File: src/rtl/io_input_cond.sv
// rtl/io_input_cond.sv - synchronise and debounce push-buttons and slide switches
// Define IO_SWITCH_DEBOUNCE_EN to debounce the switch bits as well as the buttons.
module io_input_cond #(
    parameter int SYNC_STAGES     = 2,
    parameter int DEBOUNCE_CYCLES = 20000,
    parameter int SW_WIDTH        = 16
) (
    input  logic                clk,
    input  logic                rst,
    input  logic                btn_a_raw,
    input  logic                btn_b_raw,
    input  logic                btn_calc_raw,
    input  logic [SW_WIDTH-1:0] switch_raw,
    output logic                A,
    output logic                B,
    output logic                calc,
    output logic [SW_WIDTH-1:0] switch,
    output logic                a_press,
    output logic                b_press,
    output logic                calc_press
);
    localparam int N  = 3 + SW_WIDTH;
`ifdef IO_SWITCH_DEBOUNCE_EN
    localparam int NDB = N;
`else
    localparam int NDB = 3;
`endif
    localparam int CW = $clog2(DEBOUNCE_CYCLES);
    localparam logic [CW-1:0] CNT_MAX = CW'(DEBOUNCE_CYCLES - 1);

    logic [SYNC_STAGES-1:0][N-1:0] sync_q, sync_d;
    logic [NDB-1:0][CW-1:0]        cnt_q, cnt_d;
    logic [NDB-1:0]                stable_q, stable_d;
    logic [2:0]                    press_q, press_d;
    logic [N-1:0]                  raw;
    logic [N-1:0]                  s;

    assign raw = {switch_raw, btn_calc_raw, btn_b_raw, btn_a_raw};

    always_comb begin
        sync_d    = sync_q;
        sync_d[0] = raw;
        for (int i = 1; i < SYNC_STAGES; i++) begin
            sync_d[i] = sync_q[i-1];
        end
        s = sync_q[SYNC_STAGES-1];

        cnt_d    = cnt_q;
        stable_d = stable_q;
        for (int i = 0; i < NDB; i++) begin
            // Any cycle agreeing with the stable level restarts the count.
            if (s[i] == stable_q[i]) begin
                cnt_d[i] = '0;
            end else if (cnt_q[i] == CNT_MAX) begin
                stable_d[i] = s[i];
                cnt_d[i]    = '0;
            end else begin
                cnt_d[i] = cnt_q[i] + CW'(1);
            end
        end

        // Pulse lands on the same edge the stable level first reads 1.
        press_d = ~stable_q[2:0] & stable_d[2:0];
    end

    always_ff @(posedge clk) begin
        if (rst) begin
            sync_q   <= '0;
            cnt_q    <= '0;
            stable_q <= '0;
            press_q  <= '0;
        end else begin
            sync_q   <= sync_d;
            cnt_q    <= cnt_d;
            stable_q <= stable_d;
            press_q  <= press_d;
        end
    end

    assign A          = stable_q[0];
    assign B          = stable_q[1];
    assign calc       = stable_q[2];
    assign a_press    = press_q[0];
    assign b_press    = press_q[1];
    assign calc_press = press_q[2];
`ifdef IO_SWITCH_DEBOUNCE_EN
    assign switch = stable_q[NDB-1:3];
`else
    assign switch = s[N-1:3];
`endif
endmodule

File: config.mk
export PLATFORM = sky130hd
export DESIGN_NAME = io_input_cond
export DESIGN_NICKNAME = d
export VERILOG_FILES = /design/src/rtl/io_input_cond.sv
export SDC_FILE = /design/constraint.sdc
export NUM_CORES = 1
export LEC_CHECK = 0
export CAP_MARGIN = 20
export CELL_PAD_IN_SITES_DETAIL_PLACEMENT = 0
export CELL_PAD_IN_SITES_GLOBAL_PLACEMENT = 1
export CORE_MARGIN = 2
export CORE_UTILIZATION = 46
export CTS_CLUSTER_DIAMETER = 80
export CTS_CLUSTER_SIZE = 16
export DETAILED_ROUTE_END_ITERATION = 10
export GPL_TIMING_DRIVEN = 0
export PLACE_DENSITY = 0.95
export SLEW_MARGIN = 25
export SYNTH_ARGS = -nofsm -noshare
export SYNTH_HDL_FRONTEND = slang
export SYNTH_SLANG_ARGS = --single-unit
export TNS_END_PERCENT = 5
File: constraint.sdc
create_clock -name clk -period 4.3 [get_ports clk]
set_clock_uncertainty 0.05 [all_clocks]
set_input_delay 0.645 -clock clk [delete_from_list [all_inputs] [get_ports clk]]
set_output_delay 0.645 -clock clk [all_outputs]
set_load 0.02 [all_outputs]
==> results of run 1 <==
[per-layer routing]
layer	up-vias	routed length, um
met5	-	0
met4	0	97
met3	7	188
met2	39	2920
met1	1110	2720
li1	1224	-
[report_power, final]
part	switching, mW	internal [mW]	leakage [nW]
logic	0.0278	0.0448	0.694
registers	0.00509	0.841	0.725
clock network	0.323	0.228	0.100
total	0.356	1.11	1.52
[final cells by class]
type | instances | share of cell area
Timing Repair Buffer | 42 | 0.0995
Tap cell | 99 | 0.0293
Clock buffer | 9 | 0.0293
Multi-Input combinational cell | 218 | 0.351
Inverter | 6 | 0.00533
Buffer | 29 | 0.0477
Clock inverter | 7 | 0.0163
Sequential cell | 89 | 0.422
[sequential cells by signal (all words and copies together), names as in the netlist]
name / cells
cnt_q: 45
press_q: 3
s: 19
stable_q: 3
sync_d: 19
[cells by family after synthesis]
family | Yosys count | share of synthesized area
simple gates | 170 | 0.300
mux | 3 | 0.00861
fa+ha+maj | 3 | 0.0108
buf+inv | 35 | 0.0642
xor+xnor | 42 | 0.105
flops | 89 | 0.511
[stage by stage]
stage          std cells  setup WS [ns]  total power, mW  instance area, sq um
4_1_cts              499           2.16             1.49                  4230
6_report             499           2.20             1.47                  4230
3_5_place_dp         483           1.99            0.939                  4030
3_3_place_gp         483           2.00            0.937                  4030
2_1_floorplan        342           2.78            0.903                  3490
5_1_grt              499           2.13             1.53                  4230
[cells in the final DEF, fill, tap and decap left out]
master and count:
clkbuf_8 9, nor4b_4 2, buf_2 2, clkbuf_1 5
buf_4 18, buf_1 1, inv_1 6, clkdlybuf4s50_1 42
xnor2_1 18, nand4_1 19, nor4b_2 4, inv_6 2
nor2b_1 38, xor2_1 24, ha_1 3, nor3_1 6
nand2_1 8, dfxtp_1 89, inv_8 3, nor4b_1 1
and4_2 1, nand2b_2 2, nor4_2 5, buf_6 3
nand4_2 3, nor4_1 1, nor2_1 50, nand3_1 11
mux2i_1 3, and2_1 2, and4_1 5, and3_1 7
nand2b_1 2, clkinv_4 2, nand3_2 2, nand2_2 1
[worst paths after layout]
check / from / end / slack [ns] / cells after the start
setup / recovery: stable_q[2] / calc / 2.20 / 1
hold / removal: sync_d[22] / s[3] / 0.38 / 1
setup reg to reg: cnt_q[30] / cnt_q[43] / 2.56 / 6
hold reg to reg: sync_d[22] / s[3] / 0.38 / 1
==> results.sh, run 1 <==
export IMPL_status="finished clean"
export IMPL_clock_sinks=89
export IMPL_multiInputGateArea_sq_um=1480
export IMPL_grt_pass1_vias=2321
export IMPL_ioPinCount=43
export IMPL_synth_async_reset_ratio=0
export IMPL_drt_iter0_drc=80
export IMPL_drive_gt1_frac=0.148
export IMPL_slew_headroom=0.678
export IMPL_worst_pin_slew_ns=0.483
export IMPL_grt_max_degree=19
export IMPL_finalSetupViolCount=0
export IMPL_fin_util=0.580
export IMPL_grt_pass1_wl_mm=10.1
export IMPL_fin_crit_ns=2.10
export IMPL_crit_chain="clkdlybuf4s50_1"
export IMPL_globalRouteTotalUtil=0.151
export IMPL_post_cts_resized=0
export IMPL_avgSynthCellArea_sq_um=10.2
export IMPL_ys_seq_elements=89
export IMPL_use_met3=0.0407
export IMPL_met2_usage=0.256
export IMPL_synth_ff_type="dfxtp_1"
export IMPL_finalMaxSlewViolations=0
export IMPL_clkTransAtPathRegs_ns=0.10
export IMPL_power_leakage_nw=1.52
export IMPL_cp_slowest_cell="clkdlybuf4s50_1"
export IMPL_setup_tns_final_ns=0
export IMPL_routed_via_density=4.77
export IMPL_synth_cells=342
export IMPL_dieArea_sq_um=8300
export IMPL_yosysTopAreaCellShare=0.511
export IMPL_grt_busiest_layer="met2"
export IMPL_yosysTopAreaCell="dfxtp_1"
export IMPL_fmax_mhz=475
export IMPL_wl_per_cell_um=11.9
export IMPL_io_buffers=42
export IMPL_rsz0062_at_grt="false"
export IMPL_antenna_found_initial=0
export IMPL_grtUsageMet1=0.180
export IMPL_cts_root_buffer_cell="clkbuf_8"
export IMPL_worstSetupStartpointType="register"
export IMPL_cp_required_ns=3.61
export IMPL_htree_levels=3
export IMPL_n_antenna_cell=0
export IMPL_crit_buf_inv=1
export IMPL_hold_buffers=0
export IMPL_hpwlAfterDp_mm=4.22
export IMPL_hold_ws_ns=0.377
export IMPL_worst_path_max_fanout=4
export IMPL_arrival_ns=1.41
export IMPL_area_growth_pct=21.1
export IMPL_die_h_um=91.1
export IMPL_synthTopCellsByCount="dfxtp_1 (89), nor2_1 (50), nor2b_1 (38), xor2_1 (24), nand4_1 (19)"
export IMPL_die_w_um=91.1
export IMPL_seqCellArea_sq_um=1780
export IMPL_synthesis_yosys_warnings=0
export IMPL_cts_tree="done"
export IMPL_synth_enable_flop_cells=0
export IMPL_drc_errors=0
export IMPL_vias=2380
export IMPL_fill_cells=662
export IMPL_drtAntennaViolNets=0
export IMPL_synth_most_common_cell="dfxtp_1"
export IMPL_post_cts_buffers=0
export IMPL_hp_class="register to register"
export IMPL_fp_row_count=31
export IMPL_irDropWorstVdd_uv=223
export IMPL_start_util=0.479
export IMPL_hold_viol=0
export IMPL_synthTopCellsByArea="dfxtp_1 (51%), nor2b_1 (6.8%), xor2_1 (6.0%)"
export IMPL_numCtsBuffers=9
export IMPL_synthesis_area_sq_um=3490
export IMPL_routabilityCongestion=0.823
export IMPL_cp_end_kind="output pin"
export IMPL_dr_pass1_iters=4
export IMPL_worstSkewPairLatency_ns=0.36
export IMPL_post_route_period_util=0.489
export IMPL_crit_family="buffers and inverters"
export IMPL_drt_wl_total_mm=5.93
export IMPL_syn_nets=366
export IMPL_finalNetCount=419
export IMPL_core_area_sq_um=7290
export IMPL_globalRouteOverflowTotal=0
export IMPL_synth_yosys_seq_area_share=0.511
export IMPL_maxCapViolations=0
export IMPL_crit_type="register to output pin"
export IMPL_cts_buffer_depth=2
export IMPL_p_per_area_nw_per_um2=348
export IMPL_ys_types=31
export IMPL_max_stage_delay_ns=0.64
No activity file was read; power rests on OpenSTA's default activity.
==> run 2, diff against run 1 <==
--- a/config.mk
+++ b/config.mk
@@ -9,12 +9,12 @@
 export CELL_PAD_IN_SITES_DETAIL_PLACEMENT = 0
 export CELL_PAD_IN_SITES_GLOBAL_PLACEMENT = 1
 export CORE_MARGIN = 2
-export CORE_UTILIZATION = 46
+export CORE_UTILIZATION = 43
 export CTS_CLUSTER_DIAMETER = 80
 export CTS_CLUSTER_SIZE = 16
 export DETAILED_ROUTE_END_ITERATION = 10
 export GPL_TIMING_DRIVEN = 0
-export PLACE_DENSITY = 0.95
+export PLACE_DENSITY = 0.9
 export SLEW_MARGIN = 25
 export SYNTH_ARGS = -nofsm -noshare
 export SYNTH_HDL_FRONTEND = slang
==> constraint.sdc (replaced) <==
create_clock -name clk -period 2.1 [get_ports clk]
set_clock_uncertainty 0.05 [all_clocks]
set_input_delay 0.315 -clock clk [delete_from_list [all_inputs] [get_ports clk]]
set_output_delay 0.315 -clock clk [all_outputs]
set_load 0.02 [all_outputs]
==> results.sh, run 2 (same netlist as run 1, synthesis figures left out) <==
export IMPL_worstSkewPairLatency_ns=0.35
export IMPL_post_cts_buffers=0
export IMPL_fin_crit_ns=1.77
export IMPL_wl_met1_mm=2.74
export IMPL_globalRouteOverflowTotal=0
export IMPL_area_growth_pct=22.2
export IMPL_post_cts_resized=0
export IMPL_setup_tns_final_ns=0
export IMPL_vias=2315
export IMPL_cts_root_buffer_cell="clkbuf_8"
export IMPL_rsz0062_at_grt="false"
export IMPL_drc_errors=0
export IMPL_routabilityCongestion=0.787
export IMPL_largest_reg_flops=45
export IMPL_dr_wl_met3_um=159
export IMPL_instances_no_fill=502
export IMPL_pwr_share_clk=0.408
export IMPL_die_h_um=94.1
export IMPL_finalSetupViolCount=0
export IMPL_crit_buf_inv=1
export IMPL_hp_start="sync_d[22]"
export IMPL_arrival_ns=1.40
export IMPL_fp_row_count=32
export IMPL_drive_gt1_frac=0.148
export IMPL_finalMaxSlewViolations=0
export IMPL_layout_common_cells="dfxtp_1 (89), nor2_1 (50), clkdlybuf4s50_1 (42)"
export IMPL_worstSetupStartpointType="register"
export IMPL_p_comb_frac=0.047
export IMPL_numCtsBuffers=9
export IMPL_globalRouteTotalUtil=0.142
export IMPL_crit_family="buffers and inverters"
export IMPL_wl_per_cell_um=11.5
export IMPL_fin_util=0.546
export IMPL_hp_class="register to register"
export IMPL_switching_power_mw=0.681
export IMPL_crit_chain="clkdlybuf4s50_1"
export IMPL_sw_frac_of_total=0.214
export IMPL_hold_buffers=0
export IMPL_met2_length_mm=2.81
export IMPL_io_buffers=42
export IMPL_cts_buffer_depth=2
export IMPL_hold_viol=0
export IMPL_grt_pass1_wl_mm=9.82
export IMPL_slew_headroom=0.662
export IMPL_htree_levels=3
export IMPL_worst_pin_slew_ns=0.507
export IMPL_maxCapViolations=0
export IMPL_max_stage_delay_ns=0.65
export IMPL_die_w_um=94.1
export IMPL_dpl_instance_area_sq_um=4040
export IMPL_drt_iter0_drc=33
export IMPL_largest_register="cnt_q"
export IMPL_fmax_mhz=566
export IMPL_power_leakage_nw=1.53
export IMPL_crit_path_start="stable_q[1]"
export IMPL_crit_type="register to output pin"
export IMPL_cts_tree="done"
export IMPL_worst_path_max_fanout=4
export IMPL_ioPinCount=43
export IMPL_routed_via_density=4.61
export IMPL_core_area_sq_um=7810
export IMPL_grt_pass1_vias=2202
export IMPL_place_inst=486
export IMPL_irDropWorstVdd_uv=421
export IMPL_routed_top_layer="met4"
export IMPL_cp_required_ns=1.74
export IMPL_drtAntennaViolNets=0
export IMPL_grt_max_degree=17
export IMPL_antenna_found_initial=0
export IMPL_p_seq_frac=0.545
export IMPL_design_area_sq_um=4260
export IMPL_finalNetCount=419
export IMPL_p_per_area_nw_per_um2=745
export IMPL_final_common_cell="dfxtp_1"
export IMPL_status="finished clean"
export IMPL_post_route_period_util=0.842
export IMPL_cp_slowest_cell="clkdlybuf4s50_1"
export IMPL_n_antenna_cell=0
export IMPL_worstReg2RegStart="cnt_q[30]"
export IMPL_cp_end_kind="output pin"
export IMPL_p_int_mw=2.49
export IMPL_r2r_setup_slack_ns=0.38
export IMPL_drt_wl_total_mm=5.75
export IMPL_dr_pass1_iters=4
export IMPL_clock_sinks=89
export IMPL_dieArea_sq_um=8850
export IMPL_start_util=0.447
export IMPL_clkTransAtPathRegs_ns=0.09
export IMPL_hpwlAfterDp_mm=4.14
[run 2: cell count changes in the layout (fill, tap and decap cells not counted)]
cell,before,now
clkinv_4,2,1
clkinvlp_4,0,2
bufinv_16,0,2
inv_8,3,0
[run 2: cell type report]
cell class	count	area, sq um
inverters	6	22.5
fillers	701	3540
multi-input cells	218	1480
clock inverters	7	101
repair buffers	42	420
plain buffers	29	201
flip-flops and latches	89	1780
clock buffers	9	124
well taps	102	128
[run 2: worst paths after layout]
| kind | cells after the start | endpoint |
|---|---|---|
| max | 1 | B |
| min | 1 | s[3] |
| max reg2reg | 6 | cnt_q[43] |
| min reg2reg | 1 | s[3] |
[run 2: metal layers]
metal / GRT usage / up-vias
li1: - / 1222
met1: 0.177 / 1062
met2: 0.232 / 29
met3: 0.0409 / 2
met4: 0.0543 / 0
met5: 0 / -
[run 2: power groups by stage]
stage	clock network (mW)	logic, mW	registers [mW]
after floorplan	0	0.0800	1.77
after global placement	0	0.149	1.77
after detailed placement	0	0.151	1.77
after CTS	1.33	0.152	1.73
after global routing	1.42	0.161	1.74
final	1.29	0.149	1.73
[run 2: per-stage QoR]
step | hold slack [ns] | total power, mW | worst slack, ns
floorplan | 0.361 | 1.85 | 0.625
global placement | 0.366 | 1.92 | 0.123
detailed placement | 0.370 | 1.92 | 0.114
CTS | 0.394 | 3.22 | 0.295
global route | 0.407 | 3.31 | 0.255
finish | 0.389 | 3.17 | 0.333
